<file path="src/rtl/pulse_event_arbiter_if.sv">
// pulse_event_arbiter_if: pulse inputs, event slot handshake and status flags
interface pulse_event_arbiter_if #(
  parameter int NUM_CH = 4,
  parameter int TS_W   = 16
);
  localparam int CH_W = (NUM_CH > 2) ? $clog2(NUM_CH) : 1;
  logic [NUM_CH-1:0] pulse_in;
  logic [NUM_CH-1:0] ch_en;
  logic              evt_ready;
  logic              ovf_clr;
  logic              evt_valid;
  logic [CH_W-1:0]   evt_ch;
  logic [TS_W-1:0]   evt_ts;
  logic [NUM_CH-1:0] pending;
  logic [NUM_CH-1:0] ovf;
  modport master (
    output pulse_in, ch_en, evt_ready, ovf_clr,
    input  evt_valid, evt_ch, evt_ts, pending, ovf
  );
  modport slave (
    input  pulse_in, ch_en, evt_ready, ovf_clr,
    output evt_valid, evt_ch, evt_ts, pending, ovf
  );
endinterface

</file>
<file path="src/rtl/pulse_event_arbiter.sv">
// pulse_event_arbiter: latches channel pulses and issues them round-robin through one event slot; PULSE_ARB_TIMESTAMP_EN adds timestamps
module pulse_event_arbiter #(
  parameter int NUM_CH = 4,
  parameter int TS_W   = 16
) (
  input logic clk,
  input logic rst,
  pulse_event_arbiter_if.slave bus
);
  localparam int CH_W = (NUM_CH > 2) ? $clog2(NUM_CH) : 1;
  logic [NUM_CH-1:0] pending_q, pending_d, ovf_q, ovf_d, elig, hit, won;
  logic [CH_W-1:0]   last_q, evt_ch_q, win;
  logic              evt_valid_q, load, grant, found;
  assign elig  = pending_q & bus.ch_en;
  assign hit   = bus.pulse_in & bus.ch_en;
  assign load  = !evt_valid_q || bus.evt_ready;
  assign grant = load && found;
  assign won   = grant ? (NUM_CH'(1) << win) : '0;
  // a pulse arriving on the edge its channel is granted re-arms the channel rather than overflowing
  assign pending_d = bus.ch_en & ((pending_q & ~won) | hit);
  assign ovf_d     = (ovf_q & ~{NUM_CH{bus.ovf_clr}}) | (hit & pending_q & ~won);
  // round-robin pick: lowest eligible channel above last_grant, else wrap to lowest eligible overall
  always_comb begin
    found = 1'b0;
    win   = '0;
    for (int c = NUM_CH - 1; c >= 0; c--) if (elig[c]) begin found = 1'b1; win = CH_W'(c); end
    for (int c = NUM_CH - 1; c >= 0; c--) if (elig[c] && c > int'(last_q)) win = CH_W'(c);
  end
  // pending/overflow flags and the event slot; last_grant only moves on a load
  always_ff @(posedge clk) begin
    if (rst) begin
      pending_q   <= '0;
      ovf_q       <= '0;
      evt_valid_q <= 1'b0;
      evt_ch_q    <= '0;
      last_q      <= CH_W'(NUM_CH - 1);
    end else begin
      pending_q <= pending_d;
      ovf_q     <= ovf_d;
      if (load) evt_valid_q <= found;
      if (grant) begin
        evt_ch_q <= win;
        last_q   <= win;
      end
    end
  end
`ifdef PULSE_ARB_TIMESTAMP_EN
  logic [TS_W-1:0]   ts_q, evt_ts_q;
  logic [TS_W-1:0]   stamp_q [NUM_CH];
  logic [NUM_CH-1:0] cap;
  assign cap = hit & (~pending_q | won);
  // free-running counter; a channel stamps when it newly latches, overflows keep the first stamp
  always_ff @(posedge clk) begin
    if (rst) begin
      ts_q     <= '0;
      evt_ts_q <= '0;
      for (int i = 0; i < NUM_CH; i++) stamp_q[i] <= '0;
    end else begin
      ts_q <= ts_q + 1'b1;
      if (grant) evt_ts_q <= stamp_q[win];
      for (int i = 0; i < NUM_CH; i++) if (cap[i]) stamp_q[i] <= ts_q;
    end
  end
  assign bus.evt_ts = evt_ts_q;
`else
  assign bus.evt_ts = '0;
`endif
  assign bus.evt_valid = evt_valid_q;
  assign bus.evt_ch    = evt_ch_q;
  assign bus.pending   = pending_q;
  assign bus.ovf       = ovf_q;
endmodule

</file>
<file path="src/flat_wrapper.sv">
// flat-port wrapper written by rule: the top's interface ports become plain ports
module pulse_event_arbiter_flat 
#(
  parameter int NUM_CH = 4,
  parameter int TS_W   = 16
)
  (clk, rst, bus_pulse_in, bus_ch_en, bus_evt_ready, bus_ovf_clr, bus_evt_valid, bus_evt_ch, bus_evt_ts, bus_pending, bus_ovf);
  pulse_event_arbiter_if #(.NUM_CH(NUM_CH), .TS_W(TS_W)) bus_i ();
  input logic clk;
  input logic rst;
  input wire logic [$bits(bus_i.pulse_in)-1:0] bus_pulse_in;
  input wire logic [$bits(bus_i.ch_en)-1:0] bus_ch_en;
  input wire logic [$bits(bus_i.evt_ready)-1:0] bus_evt_ready;
  input wire logic [$bits(bus_i.ovf_clr)-1:0] bus_ovf_clr;
  output wire logic [$bits(bus_i.evt_valid)-1:0] bus_evt_valid;
  output wire logic [$bits(bus_i.evt_ch)-1:0] bus_evt_ch;
  output wire logic [$bits(bus_i.evt_ts)-1:0] bus_evt_ts;
  output wire logic [$bits(bus_i.pending)-1:0] bus_pending;
  output wire logic [$bits(bus_i.ovf)-1:0] bus_ovf;
  assign bus_i.pulse_in = bus_pulse_in;
  assign bus_i.ch_en = bus_ch_en;
  assign bus_i.evt_ready = bus_evt_ready;
  assign bus_i.ovf_clr = bus_ovf_clr;
  assign bus_evt_valid = bus_i.evt_valid;
  assign bus_evt_ch = bus_i.evt_ch;
  assign bus_evt_ts = bus_i.evt_ts;
  assign bus_pending = bus_i.pending;
  assign bus_ovf = bus_i.ovf;
  pulse_event_arbiter #(.NUM_CH(NUM_CH), .TS_W(TS_W)) u_core (.clk(clk), .rst(rst), .bus(bus_i));
endmodule
</file>
<file path="config.mk">
export PLATFORM = sky130hd
export DESIGN_NAME = pulse_event_arbiter_flat
export DESIGN_NICKNAME = d
export VERILOG_FILES = /design/src/rtl/pulse_event_arbiter_if.sv /design/src/rtl/pulse_event_arbiter.sv /design/src/flat_wrapper.sv
export SDC_FILE = /design/constraint.sdc
export NUM_CORES = 1
export LEC_CHECK = 0
export CAP_MARGIN = 10
export CELL_PAD_IN_SITES_DETAIL_PLACEMENT = 1
export CELL_PAD_IN_SITES_GLOBAL_PLACEMENT = 1
export CORE_UTILIZATION = 28
export DETAILED_ROUTE_END_ITERATION = 8
export PLACE_DENSITY_LB_ADDON = 0.1
export SLEW_MARGIN = 20
export SYNTH_ARGS = -nofsm -noshare
export SYNTH_HDL_FRONTEND = slang
export SYNTH_SLANG_ARGS = --single-unit
</file>
<file path="constraint.sdc">
create_clock -name clk -period 1.9 [get_ports clk]
set_clock_uncertainty 0.2 [all_clocks]
set_input_delay 0.475 -clock clk [delete_from_list [all_inputs] [get_ports clk]]
set_output_delay 0.475 -clock clk [all_outputs]
set_load 0.02 [all_outputs]
</file>
==> report_table.html, run 1 <==
<table>
<tr><th>Metric</th><th>Value</th></tr>
<tr><th colspan="2">Worst setup path</th></tr>
<tr><td>Endpoint type of the worst setup path</td><td>flop</td></tr>
<tr><td>CP cell instances</td><td>clkdlybuf4s50_1 &gt; nand2b_4 &gt; o31ai_2 &gt; a311oi_2 &gt; a21oi_2 &gt; a32o_1</td></tr>
<tr><td>Cell depth of the worst setup path</td><td>6</td></tr>
<tr><td>Maximum cell stage delay along the critical path</td><td>approximately 0.45 ns</td></tr>
<tr><td>Data arrival, critical path</td><td>between 1.5 and 2 ns</td></tr>
<tr><td>Critical path class</td><td>in2reg</td></tr>
<tr><td>Highest net fanout along the worst path</td><td>3</td></tr>
<tr><td>Required time of the critical path</td><td>1.88 ns</td></tr>
<tr><td>Gate family responsible for the most delay along the worst path</td><td>compound AO/OA/AOI/OAI gates</td></tr>
<tr><td>Sum of buffers and inverters on the critical path</td><td>1</td></tr>
<tr><td>Critical-path top delay cell</td><td>clkdlybuf4s50_1</td></tr>
<tr><td>Startpoint class of the critical path</td><td>input port</td></tr>
<tr><td>Worst reg-to-reg path cell count</td><td>6</td></tr>
<tr><th colspan="2">Yosys</th></tr>
<tr><td>Ranking of synthesized cells by area</td><td>dfxtp_1 (32%), buf_4 (15%), nand2_1 (6.4%)</td></tr>
<tr><td>Number of register bits inferred by synthesis</td><td>13</td></tr>
<tr><td>Number of standard cells after synthesis</td><td>99</td></tr>
<tr><td>Count of synthesis-stage warnings from yosys</td><td>0</td></tr>
<tr><td>Proportion of synthesized flip-flops having asynchronous set or reset</td><td>0%</td></tr>
<tr><td>Netlist cell types</td><td>32</td></tr>
<tr><td>Netlist area before placement</td><td>821 um^2</td></tr>
<tr><td>Top cell type's share of synthesized area</td><td>about a third</td></tr>
<tr><td>Most used flip-flop cell after synthesis</td><td>dfxtp_1</td></tr>
<tr><td>Average cell area after synthesis</td><td>around 8.3 um^2</td></tr>
<tr><td>Cell type with the largest total area after synthesis</td><td>dfxtp_1</td></tr>
<tr><td>Number of synthesized flops with an enable pin</td><td>0</td></tr>
<tr><td>Post-synthesis sequential area ratio</td><td>a little under a third</td></tr>
<tr><th colspan="2">Clocking</th></tr>
<tr><td>Number of buffers on the longest clock path</td><td>2</td></tr>
<tr><td>Cts-stage hold buffer count</td><td>0</td></tr>
<tr><td>Cts bufs inserted</td><td>3</td></tr>
<tr><td>Clock network latency to the later pin of the worst-skew pair</td><td>~0.28 ns</td></tr>
<tr><td>Clock edge transition at the registers on the reported setup and hold paths</td><td>approximately 0.090 ns</td></tr>
<tr><td>Clock Sink Count</td><td>13</td></tr>
<tr><td>Number of H-tree levels</td><td>1</td></tr>
<tr><td>Clock tree from TritonCTS</td><td>done</td></tr>
<tr><td>Clk root buf</td><td>clkbuf_4</td></tr>
<tr><th colspan="2">Placed design</th></tr>
<tr><td>Placer Congestion</td><td>approximately 0.85</td></tr>
<tr><td># port buffers</td><td>22</td></tr>
<tr><td>Placement Setup Slack</td><td>-0.388 ns</td></tr>
<tr><td>Sum of net half-perimeters after detailed placement</td><td>1820 um</td></tr>
<tr><th colspan="2">STA</th></tr>
<tr><td>Final period utilization</td><td>96.0%</td></tr>
<tr><td>Final critical path time including I/O delays and setup</td><td>1.82 ns</td></tr>
<tr><td>Hold slack final</td><td>about 0.26 ns</td></tr>
<tr><td>Final setup violation count</td><td>0</td></tr>
<tr><td>Final Hold Fails</td><td>0</td></tr>
<tr><td>Setup repair after global routing missed its margin</td><td>false</td></tr>
<tr><td>Count of pins over their slew limit</td><td>0</td></tr>
<tr><td>Final WS setup</td><td>0.0767 ns</td></tr>
<tr><td>Achievable Freq</td><td>around 550 MHz</td></tr>
<tr><th colspan="2">GRT</th></tr>
<tr><td>GRT Residual Overflow</td><td>0</td></tr>
<tr><td>Overall fraction of global-route tracks in use</td><td>15.3%</td></tr>
<tr><td>Number of antenna violations at the first check in global routing</td><td>0</td></tr>
<tr><td>Vias in the first global route</td><td>between 700 and 800</td></tr>
<tr><td>Largest net degree at the start of global routing</td><td>9</td></tr>
<tr><td>First-pass GRT wire length</td><td>roughly 3700 um</td></tr>
<tr><th colspan="2">Pwr</th></tr>
<tr><td>Sequential group share of total power</td><td>43.9%</td></tr>
<tr><td>Leakage</td><td>between 0.5 and 0.6 nW</td></tr>
<tr><td>Switching power share of the total</td><td>33.5%</td></tr>
<tr><td>Largest voltage drop on the vdd net</td><td>~310 uV</td></tr>
<tr><td>Switching power</td><td>roughly 230 uW</td></tr>
<tr><td>Fraction of power consumed by the clock network</td><td>between 20% and 30%</td></tr>
<tr><td>PD cells</td><td>roughly 570 nW/um^2</td></tr>
<tr><td>Logic pwr share</td><td>a little under a third</td></tr>
<tr><td>Power Internal</td><td>roughly 460 uW</td></tr>
<tr><td>PnR Total Power</td><td>~700 uW</td></tr>
<tr><th colspan="2">Finish</th></tr>
<tr><td>Fillers</td><td>~340</td></tr>
<tr><td>Final Util</td><td>43.8%</td></tr>
<tr><td>Final nets</td><td>153</td></tr>
<tr><td>Layout cells sized above 1</td><td>30.0%</td></tr>
<tr><td># diodes</td><td>0</td></tr>
<tr><td>Relative area change from synthesis to final layout</td><td>47.1%</td></tr>
<tr><th colspan="2">Drt</th></tr>
<tr><td>Average wire length per cell after detail routing</td><td>approximately 13 um</td></tr>
<tr><td>Detailed Route WL</td><td>between 2000 and 2500 um</td></tr>
<tr><td>Number of nets with antenna violations after routing</td><td>0</td></tr>
<tr><td>Count of vias placed by the detailed router</td><td>around 790</td></tr>
<tr><td>Avg Vias per Cell</td><td>about 4.6</td></tr>
<tr><td>Remaining design rule violation count</td><td>0</td></tr>
<tr><td>1st-pass router iterations</td><td>3</td></tr>
<tr><td>Iteration-0 DRC count of the detailed router</td><td>3</td></tr>
<tr><th colspan="2">Floorplan</th></tr>
<tr><td>Die width</td><td>56.1 um</td></tr>
<tr><td>Standard-cell row count</td><td>19</td></tr>
<tr><td>Chip Height</td><td>roughly 56 um</td></tr>
<tr><td>DIE AREA</td><td>3150 um^2</td></tr>
<tr><td>Area of the core region</td><td>2760 um^2</td></tr>
<tr><td>Starting density of the core</td><td>a little under 30%</td></tr>
<tr><td>Number of top-level pins</td><td>39</td></tr>
<tr><th colspan="2">Run</th></tr>
<tr><td>Max-capacitance violation count</td><td>0</td></tr>
<tr><th colspan="2">Min path</th></tr>
<tr><td>Worst min-delay path category</td><td>reg2reg</td></tr>
<tr><td>Depth of the worst hold-timing path</td><td>2</td></tr>
<tr><th colspan="2">Run status</th></tr>
<tr><td>Run status</td><td>finished clean</td></tr>
</table>
-- layer usage --
| layer | share of wire [%] | routed length [um] | global-route usage, % |
|---|---|---|---|
| met4 | 2.1 | 48 | 6.27 |
| met5 | 0 | 0 | 0 |
| met2 | 48 | 1100 | 26.4 |
| met1 | 46 | 1040 | 18.8 |
| met3 | 3.4 | 76 | 2.33 |
-- cells in the mapped netlist (2+ instances only) --
master    number
a21boi_0       2
a21oi_1        7
and2_4         2
buf_4         16
dfxtp_1       13
inv_1          3
nand2_1       14
nand2_2        2
nand2b_1       3
nand3_1        3
nor2_1         5
nor2b_1        2
nor3_1         3
o21ai_1        4
o31ai_1        2
o41ai_2        2
-- what timing repair did --
item | in CTS | in global routing
resized for setup | 14 | 13
setup buffers | 0 | 3
pin swaps | 3 | 5
gates cloned | 0 | 0
endpoints found under the setup margin | 18 | 12
-- sequential cells by signal, summed over array words and instances (netlist names) --
register	count
u_core.bus.ovf	4
u_core.bus.pending	4
u_core.bus.evt_valid	1
u_core.last_q	2
u_core.bus.evt_ch	2
-- area by class of cell --
type                       instances  area (um^2)  area share, %
multi-input combinational         80          519           43.0
clock buffer                       4         26.3           2.18
sequential                        13          260           21.6
inverter                           3         11.3          0.933
tap                               31         38.8           3.21
timing repair buffer              40          352           29.1
-- cells by family after synthesis --
logic type      after synthesis  share of synthesized area (%)
compound gates               28                           29.0
buf+inv                      21                           17.1
flops                        13                           31.7
mux                           1                           1.22
other cells                   1                          0.457
simple gates                 35                           20.6
-- worst register-to-register path: stages (launching register included) --
cell      delay [ns]
dfxtp_1         0.42
o31ai_2         0.43
a311oi_2        0.10
buf_4           0.16
buf_4           0.12
a21oi_1         0.10
nor2_1          0.05
-- stage by stage --
stage                     std cells  cell area, um^2  TNS (ns)
final                           171             1210         0
after global routing            171             1210         0
after CTS                       168             1140    -0.143
after detailed placement        164             1120     -3.90
after global placement          164             1120     -3.64
after floorplan                 114              877         0
-- power groups by stage --
stage          Sequential (mW)  Clock (mW)  Combinational [mW]
5_1_grt                  0.307       0.198               0.224
3_5_place_dp             0.310           0               0.202
2_1_floorplan            0.320           0               0.125
6_report                 0.304       0.180               0.209
4_1_cts                  0.303       0.186               0.200
3_3_place_gp             0.310           0               0.199
-- cell usage in the layout, fill, tap and decap left out, types with 2 or more instances in the layout --
cell and instances:
o31ai_2 2, nor2b_1 2, nand2_2 5, nand2b_1 2, buf_4 18, a21oi_2 3, nand3_1 3, a21oi_1 5
o21ai_2 2, inv_1 3, o21ai_1 2, conb_1 16, o41ai_2 2, dlygate4sd2_1 11, dlymetal6s2s_1 4, nor3_1 2
dfxtp_1 13, nor2_1 4, clkdlybuf4s50_1 7, nand2_1 11, and2_4 2, clkbuf_4 3
-- final timing paths --
path | startpoint | end | slack, ns
worst min-delay path | u_core.bus.ovf[2] | u_core.bus.ovf[2] | 0.26
worst min register to register | u_core.bus.ovf[2] | u_core.bus.ovf[2] | 0.26
worst max register to register | u_core.last_q[0] | u_core.bus.evt_ch[1] | 0.22
worst max-delay path | bus_evt_ready | u_core.bus.ovf[3] | 0.08
Note: power is estimated with default switching activity, not from simulation.
==> run 2: changes to the inputs <==
--- a/config.mk
+++ b/config.mk
@@ -8,10 +8,11 @@
 export CAP_MARGIN = 10
 export CELL_PAD_IN_SITES_DETAIL_PLACEMENT = 1
 export CELL_PAD_IN_SITES_GLOBAL_PLACEMENT = 1
-export CORE_UTILIZATION = 28
+export CORE_UTILIZATION = 25
 export DETAILED_ROUTE_END_ITERATION = 8
 export PLACE_DENSITY_LB_ADDON = 0.1
 export SLEW_MARGIN = 20
 export SYNTH_ARGS = -nofsm -noshare
 export SYNTH_HDL_FRONTEND = slang
 export SYNTH_SLANG_ARGS = --single-unit
+export TNS_END_PERCENT = 1
==> constraint.sdc (replaced) <==
create_clock -name clk -period 1.57 [get_ports clk]
set_clock_uncertainty 0.2 [all_clocks]
set_input_delay 0.3925 -clock clk [delete_from_list [all_inputs] [get_ports clk]]
set_output_delay 0.3925 -clock clk [all_outputs]
set_load 0.02 [all_outputs]
==> report_table.html, run 2 (same netlist as run 1, synthesis figures left out) <==
<table>
<tr><th>Metric</th><th>Value</th></tr>
<tr><th colspan="2">Worst setup path</th></tr>
<tr><td>Highest net fanout along the worst path</td><td>4 (was 3)</td></tr>
<tr><td>Register-to-register setup slack</td><td>-0.05 ns (was 0.22 ns)</td></tr>
<tr><td>Reg2Reg Launch Point</td><td>u_core.bus.pending[1] (was u_core.last_q[0])</td></tr>
<tr><td>Sum of buffers and inverters on the critical path</td><td>1 (unchanged)</td></tr>
<tr><td>FF-to-FF End</td><td>u_core.bus.ovf[3] (was u_core.bus.evt_ch[1])</td></tr>
<tr><td>Critical path class</td><td>in2reg (unchanged)</td></tr>
<tr><td>Maximum cell stage delay along the critical path</td><td>0.36 ns (was 0.45 ns)</td></tr>
<tr><td>Critical path origin</td><td>bus_ch_en[1] (was bus_evt_ready)</td></tr>
<tr><td>Data arrival, critical path</td><td>1.62 ns (was 1.80 ns)</td></tr>
<tr><td>Critical-path top delay cell</td><td>a221oi_4 (was clkdlybuf4s50_1)</td></tr>
<tr><td>Cell depth of the worst setup path</td><td>6 (unchanged)</td></tr>
<tr><td>Startpoint class of the critical path</td><td>input port (unchanged)</td></tr>
<tr><td>CP cell instances</td><td>clkdlybuf4s15_1 &gt; and2_4 &gt; nand2_4 &gt; a221oi_4 &gt; a21oi_2 &gt; a32o_1 (was clkdlybuf4s50_1 &gt; nand2b_4 &gt; o31ai_2 &gt; a311oi_2 &gt; a21oi_2 &gt; a32o_1)</td></tr>
<tr><td>Required time of the critical path</td><td>1.56 ns (was 1.88 ns)</td></tr>
<tr><td>Destination of the critical timing path</td><td>u_core.bus.ovf[3] (unchanged)</td></tr>
<tr><td>Endpoint type of the worst setup path</td><td>flop (unchanged)</td></tr>
<tr><td>Gate family responsible for the most delay along the worst path</td><td>compound AO/OA/AOI/OAI gates (unchanged)</td></tr>
<tr><td>Worst reg-to-reg path cell count</td><td>5 (was 6)</td></tr>
<tr><th colspan="2">GRT</th></tr>
<tr><td>Vias in the first global route</td><td>820 (was 798)</td></tr>
<tr><td>Number of antenna violations at the first check in global routing</td><td>0 (unchanged)</td></tr>
<tr><td>Overall fraction of global-route tracks in use</td><td>15.6% (was 15.3%)</td></tr>
<tr><td>First-pass GRT wire length</td><td>3870 um (was 3710 um)</td></tr>
<tr><td>GRT Residual Overflow</td><td>0 (unchanged)</td></tr>
<tr><td>Largest net degree at the start of global routing</td><td>8 (was 9)</td></tr>
<tr><th colspan="2">Floorplan</th></tr>
<tr><td>Standard-cell row count</td><td>20 (was 19)</td></tr>
<tr><td>Starting density of the core</td><td>26.7% (was 29.8%)</td></tr>
<tr><td>Chip Height</td><td>59.3 um (was 56.1 um)</td></tr>
<tr><td>Die width</td><td>59.3 um (was 56.1 um)</td></tr>
<tr><td>Number of top-level pins</td><td>39 (unchanged)</td></tr>
<tr><td>DIE AREA</td><td>3520 um^2 (was 3150 um^2)</td></tr>
<tr><td>Area of the core region</td><td>3080 um^2 (was 2760 um^2)</td></tr>
<tr><th colspan="2">STA</th></tr>
<tr><td>Final setup violation count</td><td>6 (was 0)</td></tr>
<tr><td>Setup repair after global routing missed its margin</td><td>true (was false)</td></tr>
<tr><td>Final WS setup</td><td>-0.0667 ns (was 0.0767 ns)</td></tr>
<tr><td>Count of pins over their slew limit</td><td>0 (unchanged)</td></tr>
<tr><td>Achievable Freq</td><td>about 610 MHz</td></tr>
<tr><td>Final Hold Fails</td><td>0 (unchanged)</td></tr>
<tr><td>Final period utilization</td><td>104%</td></tr>
<tr><td>Final critical path time including I/O delays and setup</td><td>1.64 ns</td></tr>
<tr><th colspan="2">Finish</th></tr>
<tr><td>Relative area change from synthesis to final layout</td><td>56.3% (was 47.1%)</td></tr>
<tr><td>Layout cells sized above 1</td><td>42.2% (was 30.0%)</td></tr>
<tr><td>Final Util</td><td>41.7% (was 43.8%)</td></tr>
<tr><td>Most frequent cells in the layout</td><td>buf_4 (25), conb_1 (16), nand2_1 (10), dfxtp_1 (8), clkbuf_2 (7) (was buf_4 (18), conb_1 (16), dfxtp_1 (13), nand2_1 (11), dlygate4sd2_1 (11))</td></tr>
<tr><td>Final nets</td><td>160 (was 153)</td></tr>
<tr><td>Total non-filler cell area in the finished layout</td><td>1280 um^2 (was 1210 um^2)</td></tr>
<tr><td>Most common cell after layout, fill and taps aside</td><td>buf_4 (unchanged)</td></tr>
<tr><td># diodes</td><td>0 (unchanged)</td></tr>
<tr><th colspan="2">Placed design</th></tr>
<tr><td>Placement-stage cell area</td><td>1210 um^2 (was 1120 um^2)</td></tr>
<tr><td>Sum of net half-perimeters after detailed placement</td><td>2000 um (was 1820 um)</td></tr>
<tr><td># port buffers</td><td>22 (unchanged)</td></tr>
<tr><td>Placer Congestion</td><td>0.759 (was 0.846)</td></tr>
<tr><th colspan="2">Run</th></tr>
<tr><td>Max-capacitance violation count</td><td>0 (unchanged)</td></tr>
<tr><th colspan="2">Pwr</th></tr>
<tr><td>Largest voltage drop on the vdd net</td><td>368 uV (was 314 uV)</td></tr>
<tr><td>Leakage</td><td>0.588 nW (was 0.599 nW)</td></tr>
<tr><td>PD cells</td><td>680 nW/um^2 (was 574 nW/um^2)</td></tr>
<tr><td>PnR Total Power</td><td>872 uW (was 693 uW)</td></tr>
<tr><th colspan="2">Clocking</th></tr>
<tr><td>Clock Sink Count</td><td>13 (unchanged)</td></tr>
<tr><td>Cts-stage hold buffer count</td><td>0 (unchanged)</td></tr>
<tr><td>Cts bufs inserted</td><td>3 (unchanged)</td></tr>
<tr><td>Clk root buf</td><td>clkbuf_4 (unchanged)</td></tr>
<tr><td>Clock edge transition at the registers on the reported setup and hold paths</td><td>0.09 ns (about the same)</td></tr>
<tr><td>Clock network latency to the later pin of the worst-skew pair</td><td>0.29 ns (was 0.28 ns)</td></tr>
<tr><td>Number of H-tree levels</td><td>1 (unchanged)</td></tr>
<tr><td>Number of buffers on the longest clock path</td><td>2 (unchanged)</td></tr>
<tr><td>Clock tree from TritonCTS</td><td>done (unchanged)</td></tr>
<tr><th colspan="2">Run status</th></tr>
<tr><td>Run status</td><td>complete, but fails checks (was finished clean)</td></tr>
<tr><td>Failing checks</td><td>negative setup slack</td></tr>
<tr><th colspan="2">Drt</th></tr>
<tr><td>1st-pass router iterations</td><td>3 (unchanged)</td></tr>
<tr><td>Average wire length per cell after detail routing</td><td>13.1 um (was 13.2 um)</td></tr>
<tr><td>Detailed Route WL</td><td>2500 um (was 2260 um)</td></tr>
<tr><td>Number of nets with antenna violations after routing</td><td>0 (unchanged)</td></tr>
<tr><td>Remaining design rule violation count</td><td>0 (unchanged)</td></tr>
<tr><td>Count of vias placed by the detailed router</td><td>854 (was 793)</td></tr>
<tr><td>Iteration-0 DRC count of the detailed router</td><td>9 (was 3)</td></tr>
<tr><td>Avg Vias per Cell</td><td>4.47 (was 4.64)</td></tr>
<tr><th colspan="2">Min path</th></tr>
<tr><td>Worst min-delay path category</td><td>in2reg (was reg2reg)</td></tr>
</table>
-- run 2: worst min-delay path: cells and delay by family --
kind,cells,cell delay (ns)
AO/OA/AOI/OAI,1,0.03
buffers and inverters,1,0.22
AND/OR/NAND/NOR,1,0.08
-- run 2: power by group --
part | total [mW] | internal, mW | leakage (nW) | switching, mW
Combinational | 0.275 | 0.124 | 0.465 | 0.151
Clock | 0.227 | 0.0990 | 0.0150 | 0.128
Sequential | 0.369 | 0.348 | 0.108 | 0.0210
Total | 0.872 | 0.571 | 0.588 | 0.301
-- run 2: worst min-delay path by stage --
| stage | endpoint | from | cells past startpoint | slack (ns) |
|---|---|---|---|---|
| 2_1_floorplan | u_core.bus.pending[0] | bus_ch_en[0] | 2 | 0.30 |
| 3_3_place_gp | u_core.bus.ovf[1] | u_core.bus.ovf[1] | 2 | 0.24 |
| 3_5_place_dp | u_core.bus.ovf[0] | u_core.bus.ovf[0] | 2 | 0.25 |
| 4_1_cts | u_core.bus.ovf[1] | u_core.bus.ovf[1] | 2 | 0.27 |
| 5_1_grt | u_core.bus.ovf[1] | u_core.bus.ovf[1] | 2 | 0.29 |
| 6_report | u_core.bus.pending[0] | bus_ch_en[0] | 3 | 0.27 |
-- run 2: layer usage --
| metal | vias up | GRT usage, % | part of all wire [%] |
|---|---|---|---|
| li1 | 411 | - | - |
| met1 | 415 | 18.2 | 44 |
| met2 | 24 | 26.8 | 50 |
| met3 | 4 | 4.80 | 4.4 |
| met4 | 0 | 5.78 | 1.1 |
| met5 | - | 0 | 0 |
-- run 2: per-stage QoR --
step | hold WS [ns] | worst slack (ns) | cells | TNS [ns]
global route | 0.289 | -0.114 | 191 | -0.650
CTS | 0.268 | -0.150 | 191 | -0.593
detailed placement | 0.249 | -0.669 | 185 | -7.14
finish | 0.267 | -0.0667 | 191 | -0.154
global placement | 0.238 | -0.619 | 185 | -6.92
floorplan | 0.301 | 0.00192 | 114 | 0
-- run 2: final cells by class --
cell class	count	area (um^2)
Multi-Input combinational cell	80	551
Timing Repair Buffer	47	368
Fill cell	400	1800
Sequential cell	13	272
Inverter	3	11.3
Clock buffer	4	26.3
Tap cell	44	55.1
-- run 2: what timing repair did --
item	4_1_cts	5_1_grt
pin swaps	5	10
setup buffers	2	0
setup endpoints to repair	23	23
resized for setup	29	25
